$ cat src/rtl/key_delay_module.sv
// rtl/key_delay_module.sv - debounces key edge pulses into clean press/release pulses and a held flag
module key_delay_module #(
    parameter logic [15:0] T1MS        = 16'd49_999,
    parameter logic [3:0]  DEBOUNCE_MS = 4'd10
) (
    input  logic CLK,
    input  logic RST_n,
    input  logic H2L_Sig,
    input  logic L2H_Sig,
    output logic Key_Press,
    output logic Key_Release,
    output logic Key_State
);

    typedef enum logic [1:0] {
        IDLE         = 2'd0,
        PRESS_WAIT   = 2'd1,
        HELD         = 2'd2,
        RELEASE_WAIT = 2'd3
    } state_t;

    state_t      state, state_nxt;
    logic [15:0] cnt_clk, cnt_clk_nxt;
    logic [3:0]  cnt_ms, cnt_ms_nxt;
    logic [3:0]  cnt_ms_inc;
    logic        pend, pend_nxt;
    logic        press_nxt, release_nxt, key_state_nxt;
    logic        edge_any, edge_both, tick, timeout;

    assign edge_any   = H2L_Sig | L2H_Sig;
    assign edge_both  = H2L_Sig & L2H_Sig;
    assign tick       = (cnt_clk == T1MS);
    assign cnt_ms_inc = cnt_ms + 4'd1;
    // Detect the wrap that would make cnt_ms reach DEBOUNCE_MS, so the registered
    // pulse lands exactly DEBOUNCE_MS*(T1MS+1) cycles after the last edge.
    assign timeout    = tick && (cnt_ms_inc == DEBOUNCE_MS);

    always_comb begin
        state_nxt     = state;
        cnt_clk_nxt   = 16'd0;
        cnt_ms_nxt    = 4'd0;
        pend_nxt      = pend;
        press_nxt     = 1'b0;
        release_nxt   = 1'b0;
        key_state_nxt = Key_State;

        case (state)
            IDLE: begin
                key_state_nxt = 1'b0;
                if (H2L_Sig && !L2H_Sig) begin
                    state_nxt = PRESS_WAIT;
                    pend_nxt  = 1'b0;
                end
            end

            HELD: begin
                key_state_nxt = 1'b1;
                if (L2H_Sig && !H2L_Sig) begin
                    state_nxt = RELEASE_WAIT;
                    pend_nxt  = 1'b1;
                end
            end

            PRESS_WAIT, RELEASE_WAIT: begin
                if (edge_any) begin
                    // Edge wins over a coinciding timeout; counters restart via defaults.
                    if (!edge_both)
                        pend_nxt = L2H_Sig;
                end else if (timeout) begin
                    if (state == PRESS_WAIT) begin
                        if (!pend) begin
                            state_nxt     = HELD;
                            press_nxt     = 1'b1;
                            key_state_nxt = 1'b1;
                        end else begin
                            state_nxt = IDLE;
                        end
                    end else begin
                        if (pend) begin
                            state_nxt     = IDLE;
                            release_nxt   = 1'b1;
                            key_state_nxt = 1'b0;
                        end else begin
                            state_nxt = HELD;
                        end
                    end
                end else begin
                    cnt_clk_nxt = tick ? 16'd0 : cnt_clk + 16'd1;
                    cnt_ms_nxt  = tick ? cnt_ms_inc : cnt_ms;
                end
            end

            default: state_nxt = IDLE;
        endcase
    end

    always_ff @(posedge CLK or negedge RST_n) begin
        if (!RST_n) begin
            state       <= IDLE;
            cnt_clk     <= 16'd0;
            cnt_ms      <= 4'd0;
            pend        <= 1'b1;
            Key_Press   <= 1'b0;
            Key_Release <= 1'b0;
            Key_State   <= 1'b0;
        end else begin
            state       <= state_nxt;
            cnt_clk     <= cnt_clk_nxt;
            cnt_ms      <= cnt_ms_nxt;
            pend        <= pend_nxt;
            Key_Press   <= press_nxt;
            Key_Release <= release_nxt;
            Key_State   <= key_state_nxt;
        end
    end

    a_no_both_pulses: assert property (@(posedge CLK) disable iff (!RST_n)
        !(Key_Press && Key_Release));
    a_no_back_to_back: assert property (@(posedge CLK) disable iff (!RST_n)
        (Key_Press || Key_Release) |=> !(Key_Press || Key_Release));
    a_cnt_bounds: assert property (@(posedge CLK) disable iff (!RST_n)
        (cnt_clk <= T1MS) && (cnt_ms < DEBOUNCE_MS));

endmodule
$ cat config.mk
export PLATFORM = sky130hd
export DESIGN_NAME = key_delay_module
export DESIGN_NICKNAME = d
export VERILOG_FILES = /design/src/rtl/key_delay_module.sv
export SDC_FILE = /design/constraint.sdc
export NUM_CORES = 1
export LEC_CHECK = 0
export BUFFER_PORTS_ARGS = -buffer_cell sky130_fd_sc_hd__clkbuf_2
export CAP_MARGIN = 10
export CORE_AREA = 2 2 67 69
export CTS_BUF_LIST = sky130_fd_sc_hd__clkbuf_16
export DETAILED_ROUTE_END_ITERATION = 10
export DIE_AREA = 0 0 69 71
export REMOVE_ABC_BUFFERS = 1
export SLEW_MARGIN = 10
export SYNTH_ARGS = -nofsm -noshare
export SYNTH_HDL_FRONTEND = slang
export SYNTH_SLANG_ARGS = --single-unit
$ cat constraint.sdc
create_clock -name CLK -period 2.6 [get_ports CLK]
set_input_delay 0.52 -clock CLK [delete_from_list [all_inputs] [get_ports CLK]]
set_output_delay 0.52 -clock CLK [all_outputs]
set_load 0.02 [all_outputs]
==> impl_results.md <==
* Run status: finished clean
* Max Clock Skew at 8.65 ps
* Clock share of power at 0.437
* Setup Crit Path Kind: flip-flop to flip-flop
* Worst-path cell with the longest stage delay: a2111o_1
* Clock Sinks at 26
* Vias in the first global route at 1017
* Final count of pins violating max slew at 0
* CP Launch Type: flip-flop
* Worst reg2reg path depth at 6
* Post-DP HPWL at 1900 um
* Worst r2r dst: Key_State
* Number of buffers created by CTS at 3
* Period utilization at 0.819
* Count leader, synth: nor2_1
* Dominant cells by area after synthesis: dfrtp_1 (44%), nor2_1 (7.1%), ha_1 (6.2%), xnor2_1 (4.9%), xor2_1 (4.9%)
* Worst-path cell chain: ha_1 > and3_1 > nand4_4 > a2111o_1 > o21ai_1 > mux2_1
* Static leakage at 0.678 nW
* Largest net degree at the start of global routing at 27
* Worst-path clk slew at 70 ps
* Final setup TNS at 0 ps
* FF-to-FF setup slack at 470 ps
* IO buf count at 6
* CTS Hold Bufs at 0
* CORE AREA at 0.00420 mm2
* DRT iter0 DRCs at 47
* Htree depth at 1
* # IOs at 7
* Vias per cell at 4.98
* Layout net count at 161
* M1 wire length at 1170 um
* Worst IR Drop VDD at 0.000269 V
* Power Density at 496 mW/mm2
* Non-filler instance count after layout at 201
* Std cell rows at 24
* Async set or reset register ratio after synthesis at 1.00
* Setup bufs post-CTS at 0
* Gr usage total at 0.120
* Netlist Area Pre-Place at 0.00142 mm2
* N_diodes at 0
* DRT Wirelength at 2580 um
* Hold Path Class: primary input to asynchronous set/reset pin
* Yosys reg bits at 26
* Unique masters post-synth at 38
* Die area at 0.00490 mm2
* Initial antenna violation count at 0
* First-pass GRT wire length at 4750 um
* Crit path launch: cnt_clk[0]
* Synth warn at 0
* Initial Util at 0.339
* CTS tree: yes
* Share of cells above drive strength 1 at 0.107
* Top layer in use: met4
* Post-Syn Instances at 141
* DRT antenna net count at 0
* Net Sw Frac at 0.207
* Main synth FF type: dfrtp_1
* WP data required at 2740 ps
* R2R Path Start: cnt_clk[0]
* Post-synthesis average cell area at 10.1 um2
* GP Congestion at 0.837
* Vias at 1000
* Max-cap viol count at 0
* Yosys top cell by area: dfrtp_1
* Chip height at 71 um
* Horiz. Die Dim at 69 um
* Hold Slack at 281 ps
* Clock Latency Late Sink at 260 ps
* CP max FO at 10
* Combinational power share at 0.037
* Final setup viols at 0
* Post-synthesis sequential area ratio at 0.458
* Placed Cells at 197
* Per-cell routed wire length at 12.8 um
* Area growth from synthesis to final layout at 11.7%
* Hold Fails Final Rpt at 0
* RSZ-0062 raised after global routing: no
* DRC violations left at 0
* Worst-margin pin slew at 672 ps
* Critical Path AT at 2270 ps
* Critical Path End Type: flip-flop
* CTS resizes at 0
* Clk buf depth at 2
* Commonest cells in the netlist: nor2_1 (27), dfrtp_1 (25), nand3_1 (9)
* Highest Clock Rate at 469 MHz
* Post-synth EDFFs at 0
* DR WL met3 at 56 um
* Minimum clock period at 2130 ps
* Relative slew margins at 0.552
* Top cell type's share of synthesized area at 0.439
* Met2 routed WL at 1320 um
* Largest stage delay on the critical path at 420 ps
* Int Pwr at 0.000625 W
* Congestion Overflow GR at 0
* Reg power frac at 0.526
* P_sw at 0.000163 W
* Pre-Repair DR Iteration Count at 4
* CTS Root Cell: clkbuf_16
[flip-flops by register name, indices dropped and copies added, names as in the netlist, named ones only]
register     flops
cnt_clk         16
cnt_ms           4
Key_Press        1
Key_Release      1
Key_State        1
pend             1
state            1
[power by group through the flow]
stage               Sequential (W)  Combinational (W)  Clock [W]
global placement          0.000422          0.0000292          0
CTS                       0.000415          0.0000300   0.000352
finish                    0.000415          0.0000292   0.000344
detailed placement        0.000422          0.0000301          0
global route              0.000415          0.0000342   0.000372
floorplan                 0.000421          0.0000142          0
[metrics by stage]
step / power (W) / utilization / setup WS (ps) / instance area [um2]
4_1_cts: 0.000797 / 0.378 / 473 / 1590
3_3_place_gp: 0.000451 / 0.360 / 567 / 1510
6_report: 0.000788 / 0.378 / 470 / 1590
3_5_place_dp: 0.000452 / 0.360 / 491 / 1510
2_1_floorplan: 0.000435 / - / 653 / 1420
5_1_grt: 0.000822 / 0.378 / 345 / 1590
[worst max path at each step]
| stage | to |
|---|---|
| after floorplan | Key_State |
| after global placement | Key_State |
| after detailed placement | Key_State |
| after CTS | Key_State |
| after global routing | Key_State |
| final | Key_State |
[routing by layer]
layer / track usage / vias up
li1: - / 503
met1: 0.157 / 483
met2: 0.202 / 9
met3: 0.0214 / 5
met4: 0.0392 / 0
met5: 0 / -
[kinds of logic after synthesis]
family / share of synthesized area
simple gates: 0.265
flops: 0.458
xor+xnor: 0.0984
compound gates: 0.0729
buf+inv: 0.0211
fa+ha+maj: 0.0615
mux: 0.0228
[final cells by class]
class	instances	area, um2
fillers	423	2610
multi-input cells	107	742
flip-flops and latches	26	652
clock buffers	3	75.1
well taps	52	65.1
repair buffers	6	30.0
inverters	6	22.5
clock inverters	1	3.75
[layout by cell type (no fill, tap or decap), drive strengths merged, types with 3 or more instances in the layout]
cell,count
inv,6
nand4,3
nand3,9
xor2,8
nor2,27
nand2b,3
clkbuf,9
nor3,3
ha,7
xnor2,8
dfrtp,25
nand2,7
a21oi,4
nor4b,3
o21ai,3
[worst max-delay path: cells and delay by family, from the launching register on]
kind	cells	cell delay, ps
multiplexers	1	330
adder cells (fa/ha/maj)	1	220
AND/OR/NAND/NOR	2	460
AO/OA/AOI/OAI	2	610
flip-flops	1	390
Note: power is estimated with default switching activity, not from simulation.
